<file path="src/rtl/spmv_val_rd_arbiter.sv">
// In-order N:1 AXI4 read arbiter for the SpMV Val channels: round-robin AR grant into a
// registered HBM AR slot, with an order FIFO that steers R bursts back to their issuing kernel.
module spmv_val_rd_arbiter #(
  parameter int unsigned CONF_NUM_KERNEL = 4,
  parameter int unsigned ADDR_W          = 48,
  parameter int unsigned DATA_W          = 256,
  parameter int unsigned MAX_OUTSTANDING = 8
) (
  input  logic                                clk,
  input  logic                                rstn,
  input  logic [CONF_NUM_KERNEL*ADDR_W-1:0]   s_axi_araddr,
  input  logic [CONF_NUM_KERNEL*8-1:0]        s_axi_arlen,
  input  logic [CONF_NUM_KERNEL*3-1:0]        s_axi_arsize,
  input  logic [CONF_NUM_KERNEL*2-1:0]        s_axi_arburst,
  input  logic [CONF_NUM_KERNEL-1:0]          s_axi_arvalid,
  output logic [CONF_NUM_KERNEL-1:0]          s_axi_arready,
  output logic [CONF_NUM_KERNEL*DATA_W-1:0]   s_axi_rdata,
  output logic [CONF_NUM_KERNEL*2-1:0]        s_axi_rresp,
  output logic [CONF_NUM_KERNEL-1:0]          s_axi_rlast,
  output logic [CONF_NUM_KERNEL-1:0]          s_axi_rvalid,
  input  logic [CONF_NUM_KERNEL-1:0]          s_axi_rready,
  output logic [ADDR_W-1:0]                   m_axi_araddr,
  output logic [7:0]                          m_axi_arlen,
  output logic [2:0]                          m_axi_arsize,
  output logic [1:0]                          m_axi_arburst,
  output logic                                m_axi_arvalid,
  input  logic                                m_axi_arready,
  input  logic [DATA_W-1:0]                   m_axi_rdata,
  input  logic [1:0]                          m_axi_rresp,
  input  logic                                m_axi_rlast,
  input  logic                                m_axi_rvalid,
  output logic                                m_axi_rready,
  output logic [$clog2(MAX_OUTSTANDING):0]    outstanding,
  output logic                                err_unexpected_r
);

  localparam int unsigned N  = CONF_NUM_KERNEL;
  localparam int unsigned KW = (N > 1) ? $clog2(N) : 1;
  localparam int unsigned PW = $clog2(MAX_OUTSTANDING);

  logic [KW-1:0]   fifo_q [MAX_OUTSTANDING];
  logic [PW-1:0]   wr_ptr_q, rd_ptr_q;
  logic [PW:0]     cnt_q;
  logic [KW-1:0]   last_grant_q;

  logic [KW-1:0]   start, grant_idx, head;
  logic            found, ar_free, grant, empty, full, pop, sel_rready;
  logic [ADDR_W-1:0] sel_addr;
  logic [7:0]      sel_len;
  logic [2:0]      sel_size;
  logic [1:0]      sel_burst;

  assign empty       = (cnt_q == '0);
  assign full        = (cnt_q == (PW+1)'(MAX_OUTSTANDING));
  assign head        = fifo_q[rd_ptr_q];
  assign outstanding = cnt_q;

  assign s_axi_rdata = {CONF_NUM_KERNEL{m_axi_rdata}};
  assign s_axi_rresp = {CONF_NUM_KERNEL{m_axi_rresp}};
  assign s_axi_rlast = {CONF_NUM_KERNEL{m_axi_rlast}};

  // Round-robin: first requester at or after start, then wrap around from kernel 0.
  always_comb begin
    start     = (last_grant_q == KW'(N-1)) ? '0 : last_grant_q + KW'(1);
    grant_idx = '0;
    found     = 1'b0;
    for (int k = 0; k < N; k++) begin
      if (!found && s_axi_arvalid[k] && (KW'(k) >= start)) begin
        grant_idx = KW'(k);
        found     = 1'b1;
      end
    end
    for (int k = 0; k < N; k++) begin
      if (!found && s_axi_arvalid[k]) begin
        grant_idx = KW'(k);
        found     = 1'b1;
      end
    end
  end

  always_comb begin
    sel_rready = 1'b0;
    sel_addr   = '0;
    sel_len    = '0;
    sel_size   = '0;
    sel_burst  = '0;
    for (int k = 0; k < N; k++) begin
      if (head == KW'(k)) sel_rready = s_axi_rready[k];
      if (grant_idx == KW'(k)) begin
        sel_addr  = s_axi_araddr[k*ADDR_W +: ADDR_W];
        sel_len   = s_axi_arlen[k*8 +: 8];
        sel_size  = s_axi_arsize[k*3 +: 3];
        sel_burst = s_axi_arburst[k*2 +: 2];
      end
    end
  end

  assign m_axi_rready = !empty && sel_rready;
  assign pop          = m_axi_rvalid && m_axi_rready && m_axi_rlast;
  assign ar_free      = !m_axi_arvalid || m_axi_arready;
  // rstn gating keeps arready low while reset is asserted even if requests are present.
  assign grant        = rstn && ar_free && (!full || pop) && found;

  always_comb begin
    s_axi_arready = '0;
    s_axi_rvalid  = '0;
    for (int k = 0; k < N; k++) begin
      s_axi_arready[k] = grant && (grant_idx == KW'(k));
      s_axi_rvalid[k]  = m_axi_rvalid && !empty && (head == KW'(k));
    end
  end

  always_ff @(posedge clk or negedge rstn) begin
    if (!rstn) begin
      m_axi_arvalid    <= 1'b0;
      m_axi_araddr     <= '0;
      m_axi_arlen      <= '0;
      m_axi_arsize     <= '0;
      m_axi_arburst    <= '0;
      last_grant_q     <= KW'(N-1);
      wr_ptr_q         <= '0;
      rd_ptr_q         <= '0;
      cnt_q            <= '0;
      err_unexpected_r <= 1'b0;
    end else begin
      if (grant) begin
        m_axi_arvalid <= 1'b1;
        m_axi_araddr  <= sel_addr;
        m_axi_arlen   <= sel_len;
        m_axi_arsize  <= sel_size;
        m_axi_arburst <= sel_burst;
        wr_ptr_q      <= wr_ptr_q + PW'(1);
        last_grant_q  <= grant_idx;
      end else if (m_axi_arready) begin
        m_axi_arvalid <= 1'b0;
      end
      if (pop) rd_ptr_q <= rd_ptr_q + PW'(1);
      if (grant && !pop) begin
        cnt_q <= cnt_q + (PW+1)'(1);
      end else if (!grant && pop) begin
        cnt_q <= cnt_q - (PW+1)'(1);
      end
      if (m_axi_rvalid && empty) err_unexpected_r <= 1'b1;
    end
  end

  // Order storage needs no reset: entries are only read once counted in.
  always_ff @(posedge clk) begin
    if (grant) fifo_q[wr_ptr_q] <= grant_idx;
  end

endmodule

</file>
<file path="config.mk">
export PLATFORM = sky130hd
export DESIGN_NAME = spmv_val_rd_arbiter
export DESIGN_NICKNAME = d
export VERILOG_FILES = /design/src/rtl/spmv_val_rd_arbiter.sv
export SDC_FILE = /design/constraint.sdc
export NUM_CORES = 1
export LEC_CHECK = 0
export BUFFER_PORTS_ARGS = -buffer_cell sky130_fd_sc_hd__buf_2
export CORE_AREA = 2 2 634 636
export DETAILED_ROUTE_END_ITERATION = 7
export DIE_AREA = 0 0 636 638
export PLACE_DENSITY_LB_ADDON = 0.25
export RECOVER_POWER = 100
export SLEW_MARGIN = 20
export SYNTH_ARGS = -nofsm -noshare
export SYNTH_HDL_FRONTEND = slang
export SYNTH_SLANG_ARGS = --single-unit
</file>
<file path="constraint.sdc">
create_clock -name clk -period 4.13 [get_ports clk]
set_clock_uncertainty 0.05 [all_clocks]
set_input_delay 0.413 -clock clk [delete_from_list [all_inputs] [get_ports clk]]
set_output_delay 0.413 -clock clk [all_outputs]
set_load 0.01 [all_outputs]
</file>
==> impl_metrics.py, run 1 <==
metrics = {
    "status": {
        "outcome": "finished with violations",
        "violations": "max-capacitance violations, max-slew violations",
    },
    "clock_tree": {
        "cts-root-buf": "clkbuf_16",
        "cts-htree-levels": 3,
        "cts_tree": "built",
        "hold_buffers": 0,
        "path_clk_slew_ns": 0.11,
        "post_cts_buffers": 0,
        "cts_buffers": 9,
        "insertion_delay_ns": 0.42,
        "clock_sinks": 91,
        "cts_buffer_depth": 2,
    },
    "floorplan": {
        "pin_count": 1627,
        "die_w_um": 636,
        "dieArea_sq_um": 406000,
        "die_y_um": 638,
        "core_area_sq_um": 399000,
        "start_util": 0.0348,
        "rows": 232,
    },
    "synthesis": {
        "synth_simple_gate_area_frac": 0.0723,
        "syn_area_sq_um": 13900,
        "synth_flop_cell": "dfrtp_1",
        "ys_top_cells_by_area": "buf_4 (56%), dfrtp_1 (13%), a211oi_1 (6.6%), and3_1 (5.5%), edfxtp_1 (3.5%)",
        "synth_nets": 2193,
        "synth-adder-area-share": 0.00777,
        "synth_top_family_by_area": "buffers and inverters",
        "synth_edf_count": 16,
        "muxShareOfSynthArea": 0.0141,
        "synth_top_area_share": 0.561,
        "synth_top_area_cell": "buf_4",
        "yosys_warnings": 0,
        "ys_types": 43,
        "synth_compound_gate_area_share": 0.140,
        "synth_xor_area_frac": 0.00443,
        "syn-mean-instance-area_sq_um": 8.29,
        "synth.most_common_cell": "buf_4",
        "yosysSeqAreaShare": 0.170,
        "synth_seq_cells": 91,
        "synthCells": 1670,
        "synthArstFlopShare": 0.824,
        "ys_top_cells_by_count": "buf_4 (1036), a211oi_1 (122), and3_1 (122)",
    },
    "sta": {
        "slew_viol_final": 42,
        "post-route-period-util": 0.901,
        "hold_viol": 0,
        "finalSetupViolCount": 0,
        "fin_ws_ns": 0.408,
        "fmax_mhz": 269,
        "rsz0062_at_grt": "no",
        "worstMarginPinSlew_ns": 1.61,
        "maxSlewHeadroom": -0.0711,
        "finalCriticalPeriod_ns": 3.72,
        "setup_tns_ns": 0,
        "holdWs_ns": 0.206,
    },
    "grt": {
        "grt_pass1_wl_um": 182000,
        "grt_pass1_vias": 9247,
        "track_usage": 0.0750,
        "overflow": 0,
        "grt_antenna_before_repair": 14,
        "grt_max_degree": 123,
    },
    "power": {
        "ir_drop_mv": 0.452,
        "leakage_nw": 3.75,
        "fin_total_pwr_mw": 6.67,
        "power_density_nw_per_um2": 459,
    },
    "layout": {
        "design_area_sq_um": 14500,
        "nNetsFinal": 1451,
        "layout-drive-gt1-share": 0.338,
        "syn2layout_area_growth_pct": 4.72,
        "multi_input_area_sq_um": 3340,
        "seq_area_sq_um": 2360,
        "final_cells": 6212,
        "fill_cells": 47400,
        "final_util": 0.0364,
    },
    "worst_setup_path": {
        "crit_chain": "mux4_2, mux2i_1, mux4_4, o21a_2, buf_4, buf_4, nor4b_1",
        "crit_top_cell": "buf_4",
        "arrival_ns": 3.73,
        "crit_required_ns": 4.14,
        "crit_buf_inv": 2,
        "max_stage_delay_ns": 0.56,
        "end_kind": "register",
        "worst-path-max-fanout": 44,
        "start_kind": "register",
        "worst_path_max_delay_cell": "nor4b_1",
        "crit_type": "register to register",
        "crit_family": "multiplexers",
    },
    "flow_run": {
        "maxCapViolations": 1,
    },
    "place": {
        "placed_area_sq_um": 14300,
        "place_ws_ns": 0.216,
        "dp_cells": 6182,
        "gp_congestion": 0.779,
        "io_buffers": 336,
        "dp_hpwl_um": 143000,
    },
    "detailed_routing": {
        "vias": 8977,
        "drc": 0,
        "highest_layer": "met5",
        "met2_length_um": 79100,
        "wl_met1_um": 27900,
        "wl_per_cell_um": 25.6,
        "wl_um": 159000,
        "firstDrtPassIters": 4,
        "antenna_left": 0,
        "vias_per_cell": 1.45,
        "wl_met3_um": 44400,
        "drt_iter0_markers": 531,
    },
    "worst_hold_path": {
        "hp-class": "input pin to register",
    },
}
## routing by layer
layer,vias up,global-route usage
met5,-,0.0173
met4,26,0.0290
met3,207,0.0989
met2,1691,0.131
met1,3917,0.0373
li1,3136,-
## final timing paths
check                                               end  slack, ns                         start  depth (start not counted)
hold / removal             err_unexpected_r$_DFFE_PN0P_       0.21                  m_axi_rvalid                          2
max in group asynchronous       rd_ptr_q[0]$_DFFE_PN0P_       0.89                          rstn                          3
setup reg to reg                 fifo_q[1][0]$_DFFE_PP_       0.41       rd_ptr_q[0]$_DFFE_PN0P_                          7
hold reg to reg            err_unexpected_r$_DFFE_PN0P_       0.43  err_unexpected_r$_DFFE_PN0P_                          1
min in group asynchronous  m_axi_araddr[11]$_DFFE_PN0P_       0.82                          rstn                          2
setup / recovery                 fifo_q[1][0]$_DFFE_PP_       0.41       rd_ptr_q[0]$_DFFE_PN0P_                          7
## cell usage in the layout, fill, tap and decap left out, types with 4 or more instances in the layout
master     count
xnor2_1        4
nor2_1         8
buf_4         15
buf_2        256
o211ai_1      62
mux2i_1        6
diode_2       14
mux2_2         4
buf_12         5
nor3_1         6
a211oi_1     122
dfrtp_1       72
edfxtp_1      16
and3_1       122
clkbuf_1      86
nand2_1        5
inv_1         11
o31ai_1       61
ha_1           7
clkbuf_16      9
## timing repair
action,4_1_cts,5_1_grt
endpoints found under the hold margin,0,0
resized for setup,0,1
endpoints found under the setup margin,0,1
## state kept, by name (all words and copies together) (netlist names), 2 cells and up
signal,count
m_axi_arsize,3
m_axi_araddr,48
outstanding,4
fifo_q,16
last_grant_q,2
m_axi_arlen,8
wr_ptr_q,3
m_axi_arburst,2
rd_ptr_q,3
## kinds of logic after synthesis
group | after synthesis
compound gates | 258
fa+ha+maj | 8
buf+inv | 1130
simple gates | 162
mux | 14
xor+xnor | 7
flops | 91
## area by class of cell
class                   count  share of cell area
diodes                     14             0.00242
clock buffers               9              0.0155
clock inverters             7             0.00561
inverters                  12             0.00319
multi-input cells         449               0.230
flip-flops and latches     91               0.163
well taps                5265               0.454
repair buffers            365               0.126
## power by group
group | leakage (nW) | total (mW) | switching [mW] | internal (mW)
clock network | 0.150 | 0.989 | 0.555 | 0.434
registers | 1.05 | 1.66 | 0.318 | 1.34
logic | 2.55 | 4.02 | 2.69 | 1.32
total | 3.75 | 6.67 | 3.57 | 3.10
(Power assumes the default switching activity.)
==> run 2, diff against run 1 <==
Settings changed: CORE_AREA 2 2 634 636 to 2 2 635 637, DIE_AREA 0 0 636 638 to 0 0 637 639.
Clock period 4.13 ns to 4.8 ns, I/O delays scaled along.
==> run 2 against run 1 <==
Net effect: the run still ends with max-capacitance violations, max-slew violations left; combinational power fell by 12%; critical path type is now register to output port; worst setup slack got worse by 0.062 ns; utilization barely moved; highest routed layer unchanged; global-route usage rose by 0.23 points.
==> impl_metrics.py, run 2 (synthesis results as in run 1) <==
metrics = {
    "status": {
        "outcome": "finished with violations",
        "violations": "max-capacitance violations, max-slew violations",
    },
    "worst_setup_path": {
        "worst-path-max-fanout": 55,
        "r2r_slack_ns": 0.51,
        "r2r-end": "outstanding[3]$_DFFE_PN0P_",
        "max_stage_delay_ns": 0.73,
        "worst_path_max_delay_cell": "mux4_4",
        "r2r-start": "rd_ptr_q[0]$_DFFE_PN0P_",
        "ff2ff_path_depth": 13,
        "crit_type": "register to output port",
        "arrival_ns": 3.92,
        "start_kind": "register",
        "crit_required_ns": 4.27,
        "crit_chain": "mux4_2, mux2i_1, mux4_4, o21a_4, buf_4, nor3_1, clkbuf_1",
        "end_kind": "output port",
    },
    "detailed_routing": {
        "drt_iter0_markers": 639,
        "vias_per_cell": 1.44,
        "wl_um": 165000,
        "drc": 0,
        "wl_per_cell_um": 26.6,
        "firstDrtPassIters": 4,
        "antenna_left": 0,
        "vias": 8933,
    },
    "sta": {
        "finalCriticalPeriod_ns": 4.45,
        "hold_viol": 0,
        "finalSetupViolCount": 0,
        "worstMarginPinSlew_ns": 1.88,
        "slew_viol_final": 53,
        "rsz0062_at_grt": "no",
        "fmax_mhz": 225,
        "post-route-period-util": 0.928,
        "maxSlewHeadroom": -0.255,
        "setup_tns_ns": 0,
    },
    "clock_tree": {
        "cts_buffers": 9,
        "cts_resized": 0,
        "post_cts_buffers": 0,
        "cts-htree-levels": 3,
        "cts_buffer_depth": 2,
        "cts_tree": "built",
        "insertion_delay_ns": 0.43,
        "clock_sinks": 91,
        "cts-root-buf": "clkbuf_16",
        "hold_buffers": 0,
        "path_clk_slew_ns": 0.11,
    },
    "worst_hold_path": {
        "hp-class": "input pin to register",
        "hold_start": "m_axi_rvalid",
        "hold_end": "err_unexpected_r$_DFFE_PN0P_",
        "min_path_cells": 2,
    },
    "floorplan": {
        "core_area_sq_um": 401000,
        "pin_count": 1627,
        "dieArea_sq_um": 407000,
        "die_y_um": 639,
        "rows": 233,
        "die_w_um": 637,
        "start_util": 0.0346,
    },
    "power": {
        "power_density_nw_per_um2": 401,
        "ir_drop_mv": 0.237,
        "leakage_nw": 3.72,
    },
    "place": {
        "gp_congestion": 0.760,
        "io_buffers": 336,
        "dp_hpwl_um": 147000,
        "dp_cells": 6198,
    },
    "grt": {
        "track_usage": 0.0773,
        "grt_max_degree": 77,
        "grt_pass1_vias": 9130,
        "grt_pass1_wl_um": 187000,
        "grt_antenna_before_repair": 8,
        "overflow": 0,
    },
    "layout": {
        "syn2layout_area_growth_pct": 4.31,
        "final_cell_mix": "buf_2 (256), and3_1 (122), a211oi_1 (119), clkbuf_1 (84), dfrtp_1 (73)",
        "largest_register": "m_axi_araddr",
        "reg.largest.list": "m_axi_araddr (48), fifo_q (16), m_axi_arlen (8)",
        "layout_commonest_cell": "buf_2",
        "nNetsFinal": 1445,
        "fill_cells": 47600,
        "final_cells": 6217,
        "layout-drive-gt1-share": 0.337,
        "largest_register_ffs": 48,
    },
    "flow_run": {
        "maxCapViolations": 2,
    },
}
==> run 2: changes by cell type in the layout (fill, tap and decap cells not counted), sizes merged <==
cell,before,now
buf,276,272
clkinv,4,3
inv,14,16
clkbuf,98,96
diode,14,3
clkinvlp,1,0
==> run 2: worst max-delay path: cells and delay by family (launching register included) <==
family | cells | cell delay, ns
AO/OA/AOI/OAI | 1 | 0.30
multiplexers | 3 | 1.63
buffers and inverters | 2 | 0.54
flip-flops | 1 | 0.61
AND/OR/NAND/NOR | 1 | 0.29
==> run 2: final cells by class <==
| cell class | instances | area (sq um) | area share |
|---|---|---|---|
| clock inverters | 7 | 88.8 | 0.00615 |
| clock buffers | 9 | 225 | 0.0156 |
| flip-flops and latches | 91 | 2360 | 0.163 |
| diodes | 3 | 7.51 | 0.000520 |
| multi-input cells | 449 | 3360 | 0.232 |
| well taps | 5287 | 6620 | 0.458 |
| inverters | 12 | 47.5 | 0.00329 |
| repair buffers | 359 | 1750 | 0.121 |
==> run 2: per-stage QoR <==
step           setup slack (ns)  instance area [sq um]  hold WS, ns  total power, mW  utilization
6_report                  0.346                  14400        0.305             5.80       0.0360
4_1_cts                   0.170                  14600        0.218             6.17       0.0364
3_3_place_gp              0.435                  14300        0.434             5.23       0.0356
5_1_grt                  0.0328                  14400        0.300             6.32       0.0360
2_1_floorplan              1.52                  13900        0.134             4.29            -
3_5_place_dp              0.475                  14300        0.428             5.22       0.0356
==> run 2: worst max-delay path by stage <==
stage	start	end	slack, ns	cells past startpoint
finish	rd_ptr_q[0]$_DFFE_PN0P_	s_axi_arready[1]	0.35	7
floorplan	rd_ptr_q[0]$_DFFE_PN0P_	outstanding[3]$_DFFE_PN0P_	1.52	14
global route	rd_ptr_q[0]$_DFFE_PN0P_	s_axi_arready[1]	0.03	7
CTS	rd_ptr_q[0]$_DFFE_PN0P_	s_axi_arready[1]	0.17	7
detailed placement	rd_ptr_q[0]$_DFFE_PN0P_	outstanding[3]$_DFFE_PN0P_	0.47	13
global placement	rd_ptr_q[0]$_DFFE_PN0P_	outstanding[3]$_DFFE_PN0P_	0.43	13
==> run 2: report_power, final <==
part / leakage, nW / internal, mW / total (mW) / switching (mW)
Combinational: 2.52 / 1.11 / 3.53 / 2.42
Clock: 0.153 / 0.378 / 0.859 / 0.481
Sequential: 1.05 / 1.15 / 1.41 / 0.257
Total: 3.72 / 2.64 / 5.80 / 3.15
==> run 2: layer usage <==
layer  global-route usage  part of all wire  wire length [um]  up-vias
met1               0.0428              0.19             32200     3972
met4               0.0281             0.039              6500       16
met2                0.135              0.49             81600     1664
met5               0.0148            0.0047               780        -
li1                     -                 -                 -     3111
met3               0.0975              0.27             44000      170
